`src/rtl/layer_eval_seq.sv`:
```
// Sequential evaluator for one layer of add/mul gates: captures the previous layer's values,
// then computes one gate per clock. Optional macro LAYER_EVAL_CHECK_EN rejects out-of-range gate indices at elaboration.
module layer_eval_seq #(
   parameter int ngates = 8,
   parameter int ninputs = 8,
   parameter int nbits = 8,
   parameter logic [ngates-1:0] gates_mul = '0,
   parameter int ninbits = $clog2(ninputs),
   parameter logic [ngates*ninbits-1:0] gates_in0 = '0,
   parameter logic [ngates*ninbits-1:0] gates_in1 = '0
) (
   input  logic                      clk,
   input  logic                      rst,
   input  logic                      en,
   input  logic [ninputs*nbits-1:0]  in_vals,
   output logic                      ready,
   output logic [ngates*nbits-1:0]   out_vals,
   output logic                      done
);
   localparam int cntbits = $clog2(ngates + 1);

   typedef enum logic [1:0] {ST_IDLE, ST_RUN, ST_DONE} state_t;

   state_t             state;
   logic [cntbits-1:0] cnt;
   logic [nbits-1:0]   cap [ninputs];
   logic [nbits-1:0]   res [ngates];

   logic [ninbits-1:0] idx0, idx1;
   logic               gate_mul;
   logic [nbits-1:0]   opa, opb, gate_val;

   // An index matching no captured input leaves its operand at 0.
   always_comb begin
      idx0     = '0;
      idx1     = '0;
      gate_mul = 1'b0;
      for (int g = 0; g < ngates; g++) begin
         if (cnt == cntbits'(g)) begin
            idx0     = gates_in0[g*ninbits +: ninbits];
            idx1     = gates_in1[g*ninbits +: ninbits];
            gate_mul = gates_mul[g];
         end
      end
      opa = '0;
      opb = '0;
      for (int i = 0; i < ninputs; i++) begin
         if (idx0 == ninbits'(i)) opa = cap[i];
         if (idx1 == ninbits'(i)) opb = cap[i];
      end
      gate_val = gate_mul ? nbits'(opa * opb) : nbits'(opa + opb);
   end

   always_ff @(posedge clk or posedge rst) begin
      if (rst) begin
         state <= ST_IDLE;
         cnt   <= '0;
         ready <= 1'b1;
         done  <= 1'b0;
         for (int i = 0; i < ninputs; i++) cap[i] <= '0;
         for (int g = 0; g < ngates; g++) res[g] <= '0;
      end else begin
         case (state)
            ST_IDLE: begin
               if (en) begin
                  for (int i = 0; i < ninputs; i++) cap[i] <= in_vals[i*nbits +: nbits];
                  cnt   <= '0;
                  ready <= 1'b0;
                  state <= ST_RUN;
               end
            end
            ST_RUN: begin
               for (int g = 0; g < ngates; g++) begin
                  if (cnt == cntbits'(g)) res[g] <= gate_val;
               end
               if (cnt == cntbits'(ngates - 1)) begin
                  state <= ST_DONE;
                  done  <= 1'b1;
               end else begin
                  cnt <= cnt + cntbits'(1);
               end
            end
            ST_DONE: begin
               done  <= 1'b0;
               ready <= 1'b1;
               state <= ST_IDLE;
            end
            default: state <= ST_IDLE;
         endcase
      end
   end

   generate
      for (genvar gi = 0; gi < ngates; gi++) begin : g_out
         assign out_vals[gi*nbits +: nbits] = res[gi];
      end
   endgenerate

`ifdef LAYER_EVAL_CHECK_EN
   // Deliberately references a module that does not exist so a bad index stops elaboration.
   generate
      for (genvar gi = 0; gi < ngates; gi++) begin : g_chk
         if ((gates_in0[gi*ninbits +: ninbits] >= ninputs) ||
             (gates_in1[gi*ninbits +: ninbits] >= ninputs)) begin : g_bad
            layer_eval_index_out_of_range u_bad ();
         end
      end
   endgenerate
`endif

endmodule

```
`config.mk`:
```
export PLATFORM = sky130hd
export DESIGN_NAME = layer_eval_seq
export DESIGN_NICKNAME = d
export VERILOG_FILES = /design/src/rtl/layer_eval_seq.sv
export SDC_FILE = /design/constraint.sdc
export NUM_CORES = 1
export LEC_CHECK = 0
export ABC_AREA = 1
export CORE_MARGIN = 2
export CORE_UTILIZATION = 47
export CTS_BUF_LIST = sky130_fd_sc_hd__clkbuf_4
export CTS_CLUSTER_DIAMETER = 80
export DETAILED_ROUTE_END_ITERATION = 8
export GPL_TIMING_DRIVEN = 0
export PLACE_DENSITY = 0.84
export SLEW_MARGIN = 20
export SYNTH_ARGS = -nofsm -noshare
export SYNTH_HDL_FRONTEND = slang
export SYNTH_SLANG_ARGS = --single-unit
```
`constraint.sdc`:
```
create_clock -name clk -period 5.85 [get_ports clk]
set_clock_uncertainty 0.15 [all_clocks]
set_input_delay 0.585 -clock clk [delete_from_list [all_inputs] [get_ports clk]]
set_output_delay 0.585 -clock clk [all_outputs]
set_load 0.01 [all_outputs]
```
## Word level (Yosys, flattened, before mapping)

Cells that the tools add are included.

- Input port bits: 67
- Register bits: 80
- Output and inout port bits: 66
- Logic and storage cells: 55

- Mux-type cells: 10
- $add $sub $neg: 2
- Reductions and logical operators: 18
- Equality and inequality tests: 12

Operator list:

| cell | count |
|---|---|
| 2-bit AND reduction | 12 |
| 4-bit by 3-bit == test with 1-bit output, second input constant | 4 |
| 8-bit adder | 1 |
| 4-bit by 2-bit == test with 1-bit output, second input constant | 2 |
| 4-bit two-way mux | 2 |
| 4-bit one-hot mux with 2 select lines | 1 |
| 2-bit inequality test, second input constant | 3 |
| 2-bit nonzero test | 3 |
| 4-bit by 1-bit adder with 4-bit output, second input constant | 1 |
| 4-bit by 1-bit == test with 1-bit output, second input constant | 1 |
| 4-bit zero test | 1 |
| 2-bit two-way mux | 2 |
| 1-bit one-hot mux with 2 select lines | 2 |
| 2-bit one-hot mux with 2 select lines | 1 |
| 3-bit AND reduction | 1 |
| 2-bit by 1-bit == test with 1-bit output, second input constant | 1 |
| 2-bit == test, second input constant | 1 |
| 2-bit zero test | 1 |
| 1-bit two-way mux | 2 |

## Longest topological paths before layout

Gate-level depths: netlist of the first run.

- Depth after elaboration: 3
- Mapped depth: 6
- Mapped depth without buffers: 6

## Worst setup path before layout of the first run

No wires, ideal clock.

- Path type: flip-flop to flip-flop
- Start: register cnt[0]
- End: register res, in the netlist out_vals[57]
- Setup slack: 4296 ps
- Library setup time: 118 ps
- Cell stages (with the launch flop): 6
- Clock period less this slack: 1554 ps
- Arrival time: 1286 ps
- Buffers on the path: 1
- Required time: 5582 ps
- Path through: dfrtp_1 > ha_1 > clkbuf_1 > nand3_1 > nand2_1 > nand2_1

- Word-level cells in the longest chain between the ends: 2

Ends and longest elaborated chain:

| item | line | text |
|---|---|---|
| start, declared | 25 | `logic [cntbits-1:0] cnt;` |
| start signal, assigned | 80 | `cnt <= cnt + cntbits'(1);` |
| 4-bit by 3-bit == test with 1-bit output | 74 | `if (cnt == cntbits'(g)) res[g] <= gate_val;` |
| 2-bit AND reduction (no source line) | - |  |
| end signal, assigned by index | 74 |  |
| end, declared | 27 | `logic [nbits-1:0] res [ngates];` |

No other way between the ends.
A chain may end at the register's enable or synchronous reset.

## Worst setup path in the final report of the first run

- Start: register ready
- End: output port ready

RTL lines:

| item | line | text |
|---|---|---|
| start, declared | 16 | `output logic ready,` |
| start signal, assigned | 58 | `ready <= 1'b1;` |
| start signal, assigned | 68 | `ready <= 1'b0;` |
| start signal, assigned | 85 | `ready <= 1'b1;` |

No word-level cell between the ends.

==> run_summary.xml, run 1 <==
<?xml version="1.0" encoding="UTF-8"?>
<metrics>
  <group name="placement">
    <metric name="final_weighted_congestion_of_routability_driven_global_placement" unit="">0.870</metric>
    <metric name="placement.io_buffers" unit="">67</metric>
    <metric name="dp_hpwl" unit="mm">4.94</metric>
    <metric name="placement.setup.worst_slack" unit="ns">3.95</metric>
  </group>
  <group name="setup_path">
    <metric name="cp_cell_sequence" unit="">clkdlybuf4s50_1</metric>
    <metric name="timing.critical_path.slowest_stage_cell" unit="">dfstp_2</metric>
    <metric name="startpoint_type_of_the_worst_setup_path" unit="">flip-flop</metric>
    <metric name="critPathBufInv" unit="">1</metric>
    <metric name="worst-path-max-fanout" unit="">2</metric>
    <metric name="timing.reg2reg.worst_path_depth" unit="">5</metric>
    <metric name="worst_setup_path_end_kind" unit="">output pin</metric>
    <metric name="crit_arrival" unit="ns">1.51</metric>
    <metric name="crit_family" unit="">flip-flops</metric>
    <metric name="worst_ep_required_time" unit="ns">5.12</metric>
    <metric name="reg2reg_slack" unit="ns">3.90</metric>
    <metric name="crit_path_max_incr_delay" unit="ns">0.55</metric>
    <metric name="path_class" unit="">flip-flop to output pin</metric>
    <metric name="crit_cells" unit="">1</metric>
  </group>
  <group name="route">
    <metric name="first_iter_violations" unit="">167</metric>
    <metric name="drt_first_pass_iters" unit="">5</metric>
    <metric name="detailroute.via_count" unit="">2499</metric>
    <metric name="mean_number_of_vias_per_cell" unit="">4.88</metric>
    <metric name="detail-route-antenna-nets" unit="">0</metric>
    <metric name="wire_per_inst" unit="um">13.9</metric>
    <metric name="drt-total-wl" unit="mm">7.10</metric>
    <metric name="drc" unit="">0</metric>
  </group>
  <group name="logic_synthesis">
    <metric name="count_of_mapped_cells_out_of_synthesis" unit="">345</metric>
    <metric name="sequential_element_share_of_the_synthesized_area" unit="%">59.1</metric>
    <metric name="ys_types" unit="">21</metric>
    <metric name="synthesis.area_per_instance" unit="um2">8.71</metric>
    <metric name="synth_seq_cells" unit="">71</metric>
    <metric name="ys_warn_count" unit="">0</metric>
    <metric name="syn-cell-area" unit="um2">3010</metric>
  </group>
  <group name="clock_network">
    <metric name="hold_buffers" unit="">0</metric>
    <metric name="insertion_delay" unit="ns">0.43</metric>
    <metric name="clock_tree_from_tritoncts" unit="">built</metric>
    <metric name="cts_post_setup_buffers_inserted" unit="">0</metric>
    <metric name="post_cts_resized" unit="">0</metric>
    <metric name="htree_levels" unit="">3</metric>
    <metric name="cts-buffers-inserted" unit="">9</metric>
    <metric name="cts.sinks" unit="">71</metric>
    <metric name="cts.clk_slew.worst_paths" unit="ns">0.11</metric>
    <metric name="clk_root_buffer_cell" unit="">clkbuf_4</metric>
    <metric name="cts-root-to-sink-buffers" unit="">2</metric>
  </group>
  <group name="timing">
    <metric name="timing.final.crit_share" unit="%">38.4</metric>
    <metric name="setup_viol" unit="">0</metric>
    <metric name="period_needed" unit="ns">2.25</metric>
    <metric name="timing.slew.headroom" unit="%">59.6</metric>
    <metric name="final-max-slew-violation-count" unit="">0</metric>
    <metric name="setup_tns" unit="ns">0</metric>
    <metric name="fmaxAchievable" unit="MHz">445</metric>
    <metric name="timing.final.hold_violations" unit="">0</metric>
    <metric name="grt_setup_unrepaired" unit="">false</metric>
    <metric name="postLayoutSetupSlackWorst" unit="ns">3.60</metric>
    <metric name="final.hold.worst_slack" unit="ns">0.320</metric>
    <metric name="worstMarginPinSlew" unit="ns">0.605</metric>
  </group>
  <group name="grt">
    <metric name="grtUsageTotal" unit="%">22.2</metric>
    <metric name="globalRouteOverflowTotal" unit="">0</metric>
    <metric name="grt_start_max_net_pins" unit="">47</metric>
    <metric name="grt_pass1_wl" unit="mm">12.1</metric>
    <metric name="antenna_found_initial" unit="">0</metric>
    <metric name="first_global_vias" unit="">2488</metric>
  </group>
  <group name="flow_run">
    <metric name="timing.max_cap.violations" unit="">0</metric>
  </group>
  <group name="floorplan">
    <metric name="die_y_extent" unit="um">84.0</metric>
    <metric name="initial_core_util" unit="%">47.9</metric>
    <metric name="num_rows" unit="">29</metric>
    <metric name="io_pins" unit="">133</metric>
    <metric name="core_area" unit="um2">6280</metric>
    <metric name="die-area" unit="um2">7050</metric>
    <metric name="die_x" unit="um">84.0</metric>
  </group>
  <group name="worst_hold_path">
    <metric name="min_path_type" unit="">input pin to async pin</metric>
  </group>
  <group name="finish">
    <metric name="layout-area-overhead-vs-synth" unit="%">30.7</metric>
    <metric name="fin_nets" unit="">502</metric>
    <metric name="antennaDiodeCount" unit="">0</metric>
    <metric name="drive_gt1_share" unit="%">9.20</metric>
  </group>
  <group name="pwr">
    <metric name="ir_drop" unit="mV">0.253</metric>
    <metric name="p_leak" unit="uW">0.00204</metric>
    <metric name="power_dens_cells" unit="nW/um2">541</metric>
  </group>
  <group name="status">
    <metric name="run_status" unit="">finished clean</metric>
  </group>
</metrics>
## Yosys cell counts, drive strengths merged
cell,number,area (um2)
buf,12,88.8
clkbuf,9,35.0
conb,1,3.75
dfrtp,70,1750
dfstp,1,26.3
ha,4,50.1
inv,17,63.8
nand2,185,694
nand3,19,125
nand4,9,56.3
nor2,10,70.1
o21ai,7,35.0
or2,1,6.26
## layout make-up
class	count	area, um2
sequential	71	1780
clock inverter	2	8.76
fill	570	2350
tap	77	96.3
multi-input combinational	243	1070
buffer	21	124
timing repair buffer	68	691
inverter	17	66.3
clock buffer	13	97.6
## registers in the layout, summed over array words and instances (netlist names)
name      cells
opa           7
ready         1
state         2
done          1
out_vals     56
cnt           4
## power by group
part / internal, uW / total, uW / switching (uW)
Sequential: 702 / 826 / 124
Combinational: 463 / 1040 / 573
Clock: 103 / 264 / 162
## kinds of logic (layout without fill, tap and decap cells)
logic type | Yosys count | after routing | share of synthesized area (%)
buffers and inverters | 38 | 121 | 6.24
AO/OA/AOI/OAI | 7 | 7 | 1.17
other | 1 | 8 | 0.125
adder cells (fa/ha/maj) | 4 | 4 | 1.66
AND/OR/NAND/NOR | 224 | 224 | 31.7
flip-flops | 71 | 71 | 59.1
## per-layer routing
metal / track usage (%) / vias to the layer above / share of wire [%]
met3: 6.82 / 8 / 5.1
met1: 29.4 / 1208 / 44
met5: 0 / - / 0
li1: - / 1219 / -
met2: 34.3 / 64 / 50
met4: 8.80 / 0 / 1.3
## per-stage QoR
stage	instance area (um2)	instances	total power [uW]	util, %
floorplan	3030	352	1370	-
global placement	3800	496	1830	60.5
detailed placement	3820	497	1880	60.9
CTS	3930	512	2140	62.6
global route	3930	512	2290	62.6
finish	3930	512	2130	62.6
## worst paths after layout
kind	from	end
max in group asynchronous	rst	ready$_DFFE_PP1P_
hold / removal	rst	out_vals[49]$_DFFE_PP0P_
setup / recovery	ready$_DFFE_PP1P_	ready
setup reg to reg	cnt[1]$_DFFE_PP0P_	out_vals[58]$_DFFE_PP0P_
min in group clk	out_vals[34]$_DFFE_PP0P_	out_vals[34]$_DFFE_PP0P_
hold reg to reg	out_vals[34]$_DFFE_PP0P_	out_vals[34]$_DFFE_PP0P_
## placed cells by master, fill, tap and decap left out
master	n
buf_12	1
buf_2	2
buf_4	9
buf_6	1
clkbuf_1	8
clkbuf_2	1
clkbuf_4	13
clkdlybuf4s50_1	67
clkinv_1	1
clkinv_2	1
conb_1	8
dfrtp_1	70
dfstp_2	1
ha_1	4
inv_1	15
inv_2	1
inv_4	1
nand2_1	185
nand3_1	16
nand3_2	1
nand3_4	2
nand4_1	9
nor2_1	5
nor2_2	1
nor2_4	4
o21ai_0	7
or2_2	1
Note: power is estimated with default switching activity, not from simulation.
==> run 2: changes to the inputs <==
--- a/config.mk
+++ b/config.mk
@@ -7,12 +7,12 @@
 export LEC_CHECK = 0
 export ABC_AREA = 1
 export CORE_MARGIN = 2
-export CORE_UTILIZATION = 47
+export CORE_UTILIZATION = 43
 export CTS_BUF_LIST = sky130_fd_sc_hd__clkbuf_4
 export CTS_CLUSTER_DIAMETER = 80
 export DETAILED_ROUTE_END_ITERATION = 8
 export GPL_TIMING_DRIVEN = 0
-export PLACE_DENSITY = 0.84
+export PLACE_DENSITY = 0.78
 export SLEW_MARGIN = 20
 export SYNTH_ARGS = -nofsm -noshare
 export SYNTH_HDL_FRONTEND = slang
==> constraint.sdc (replaced) <==
create_clock -name clk -period 2.4 [get_ports clk]
set_clock_uncertainty 0.15 [all_clocks]
set_input_delay 0.24 -clock clk [delete_from_list [all_inputs] [get_ports clk]]
set_output_delay 0.24 -clock clk [all_outputs]
set_load 0.01 [all_outputs]
==> run_summary.xml, run 2 (synthesis gave the netlist of run 1 again) <==
<?xml version="1.0" encoding="UTF-8"?>
<metrics>
  <group name="pwr">
    <metric name="p_leak" unit="uW">0.00206</metric>
    <metric name="power_dens_cells" unit="nW/um2">1330</metric>
    <metric name="ir_drop" unit="mV">0.516</metric>
  </group>
  <group name="placement">
    <metric name="dp_hpwl" unit="mm">4.78</metric>
    <metric name="placed_cell_area" unit="um2">3850</metric>
    <metric name="final_weighted_congestion_of_routability_driven_global_placement" unit="">0.881</metric>
    <metric name="placement.setup.worst_slack" unit="ns">0.530</metric>
    <metric name="placement.io_buffers" unit="">67</metric>
  </group>
  <group name="finish">
    <metric name="antennaDiodeCount" unit="">0</metric>
    <metric name="multiInputGateArea" unit="um2">1070</metric>
    <metric name="nFillCells" unit="">619</metric>
    <metric name="layout-area-overhead-vs-synth" unit="%">33.3</metric>
    <metric name="final_design_area_no_fill" unit="um2">4010</metric>
    <metric name="ff_latch_area" unit="um2">1780</metric>
    <metric name="core_occupancy_in_the_finished_layout" unit="%">59.0</metric>
    <metric name="largest_reg_flops" unit="">56</metric>
    <metric name="drive_gt1_share" unit="%">8.70</metric>
    <metric name="fin_nets" unit="">503</metric>
    <metric name="layout.cells.most_common" unit="">nand2_1</metric>
    <metric name="mostFrequentLayoutCells" unit="">nand2_1 (185), dfrtp_1 (70), clkdlybuf4s50_1 (67)</metric>
  </group>
  <group name="timing">
    <metric name="grt_setup_unrepaired" unit="">false</metric>
    <metric name="timing.final.hold_violations" unit="">0</metric>
    <metric name="setup_tns" unit="ns">0</metric>
    <metric name="setup_viol" unit="">0</metric>
    <metric name="timing.final.crit_share" unit="%">79.5</metric>
    <metric name="final-max-slew-violation-count" unit="">0</metric>
    <metric name="fmaxAchievable" unit="MHz">524</metric>
    <metric name="period_needed" unit="ns">1.91</metric>
    <metric name="timing.slew.headroom" unit="%">58.1</metric>
    <metric name="worstMarginPinSlew" unit="ns">0.629</metric>
    <metric name="postLayoutSetupSlackWorst" unit="ns">0.493</metric>
  </group>
  <group name="route">
    <metric name="detail-route-antenna-nets" unit="">0</metric>
    <metric name="drc" unit="">0</metric>
    <metric name="drt-total-wl" unit="mm">6.94</metric>
    <metric name="wire_per_inst" unit="um">13.0</metric>
    <metric name="detailroute.via_count" unit="">2498</metric>
    <metric name="drt_first_pass_iters" unit="">4</metric>
    <metric name="mean_number_of_vias_per_cell" unit="">4.69</metric>
    <metric name="first_iter_violations" unit="">185</metric>
  </group>
  <group name="clock_network">
    <metric name="cts-root-to-sink-buffers" unit="">2</metric>
    <metric name="insertion_delay" unit="ns">0.41</metric>
    <metric name="htree_levels" unit="">3</metric>
    <metric name="clk_root_buffer_cell" unit="">clkbuf_4</metric>
    <metric name="cts-buffers-inserted" unit="">9</metric>
    <metric name="post_cts_resized" unit="">0</metric>
    <metric name="clock_tree_from_tritoncts" unit="">built</metric>
    <metric name="cts.sinks" unit="">71</metric>
    <metric name="cts.clk_slew.worst_paths" unit="ns">0.10</metric>
    <metric name="cts_post_setup_buffers_inserted" unit="">0</metric>
    <metric name="hold_buffers" unit="">1</metric>
  </group>
  <group name="floorplan">
    <metric name="die_x" unit="um">87.6</metric>
    <metric name="die-area" unit="um2">7680</metric>
    <metric name="initial_core_util" unit="%">44.3</metric>
    <metric name="die_y_extent" unit="um">87.6</metric>
    <metric name="num_rows" unit="">30</metric>
    <metric name="core_area" unit="um2">6790</metric>
    <metric name="io_pins" unit="">133</metric>
  </group>
  <group name="setup_path">
    <metric name="path_class" unit="">flip-flop to flip-flop</metric>
    <metric name="worst_setup_path_end_kind" unit="">flip-flop</metric>
    <metric name="cp_cell_sequence" unit="">ha_1 -&gt; clkbuf_1 -&gt; nand3_1 -&gt; nand2_1 -&gt; nand2_1</metric>
    <metric name="critPathBufInv" unit="">1</metric>
    <metric name="critical_path.most_common_cell" unit="">nand2_1</metric>
    <metric name="timing.critical_path.slowest_stage_cell" unit="">dfrtp_1</metric>
    <metric name="crit_arrival" unit="ns">2.06</metric>
    <metric name="crit_path_max_incr_delay" unit="ns">0.46</metric>
    <metric name="worst_ep_required_time" unit="ns">2.56</metric>
    <metric name="crit_family" unit="">simple AND/OR/NAND/NOR gates</metric>
    <metric name="startpoint_type_of_the_worst_setup_path" unit="">flip-flop</metric>
    <metric name="worst-path-max-fanout" unit="">10</metric>
  </group>
  <group name="grt">
    <metric name="grt_start_max_net_pins" unit="">45</metric>
    <metric name="first_global_vias" unit="">2425</metric>
    <metric name="globalRouteOverflowTotal" unit="">0</metric>
    <metric name="grt_pass1_wl" unit="mm">11.6</metric>
    <metric name="grtUsageTotal" unit="%">20.1</metric>
    <metric name="antenna_found_initial" unit="">0</metric>
  </group>
  <group name="status">
    <metric name="run_status" unit="">finished clean</metric>
  </group>
  <group name="worst_hold_path">
    <metric name="min_path_type" unit="">input pin to flip-flop</metric>
  </group>
  <group name="flow_run">
    <metric name="timing.max_cap.violations" unit="">0</metric>
  </group>
</metrics>
run 2: final cells by class:
cell class,count,area share (%)
Inverter,17,1.66
Clock inverter,6,1.87
Sequential cell,71,44.4
Clock buffer,10,1.87
Multi-Input combinational cell,243,26.6
Tap cell,96,3.00
Timing Repair Buffer,69,17.5
Buffer,21,3.09
run 2: power by group:
group	switching (uW)	leakage (uW)	internal, uW
sequential	302	0.000907	1710
clock	396	0.0000805	421
combinational	1390	0.00108	1130
run 2: tightest hold or removal path, delay by kind of cell:
family | cells | cell delay [ns]
buf+inv | 2 | 0.44
compound gates | 1 | 0.07
run 2: final timing paths:
path	from	end	slack [ns]	cells after the start
setup reg to reg	cnt[1]$_DFFE_PP0P_	out_vals[57]$_DFFE_PP0P_	0.49	5
hold / removal	in_vals[0]	opa[0]$_DFFE_PP0P_	0.23	3
hold reg to reg	out_vals[41]$_DFFE_PP0P_	out_vals[41]$_DFFE_PP0P_	0.33	2
max in group asynchronous	rst	ready$_DFFE_PP1P_	0.94	4
setup / recovery	cnt[1]$_DFFE_PP0P_	out_vals[57]$_DFFE_PP0P_	0.49	5
min in group asynchronous	rst	out_vals[55]$_DFFE_PP0P_	0.56	3
run 2: metrics by stage:
step	hold WS, ns	total power [uW]	cells
2_1_floorplan	0.233	3330	352
3_3_place_gp	0.303	4470	515
3_5_place_dp	0.312	4560	516
4_1_cts	0.216	5380	533
5_1_grt	0.246	5760	533
6_report	0.229	5350	533
run 2: metal layers:
layer	share of wire [%]	up-vias	global-route usage, %
met2	48	74	32.4
met3	3.7	11	3.11
met5	0	-	0
met4	1.9	0	9.09
li1	-	1231	-
met1	46	1182	26.8
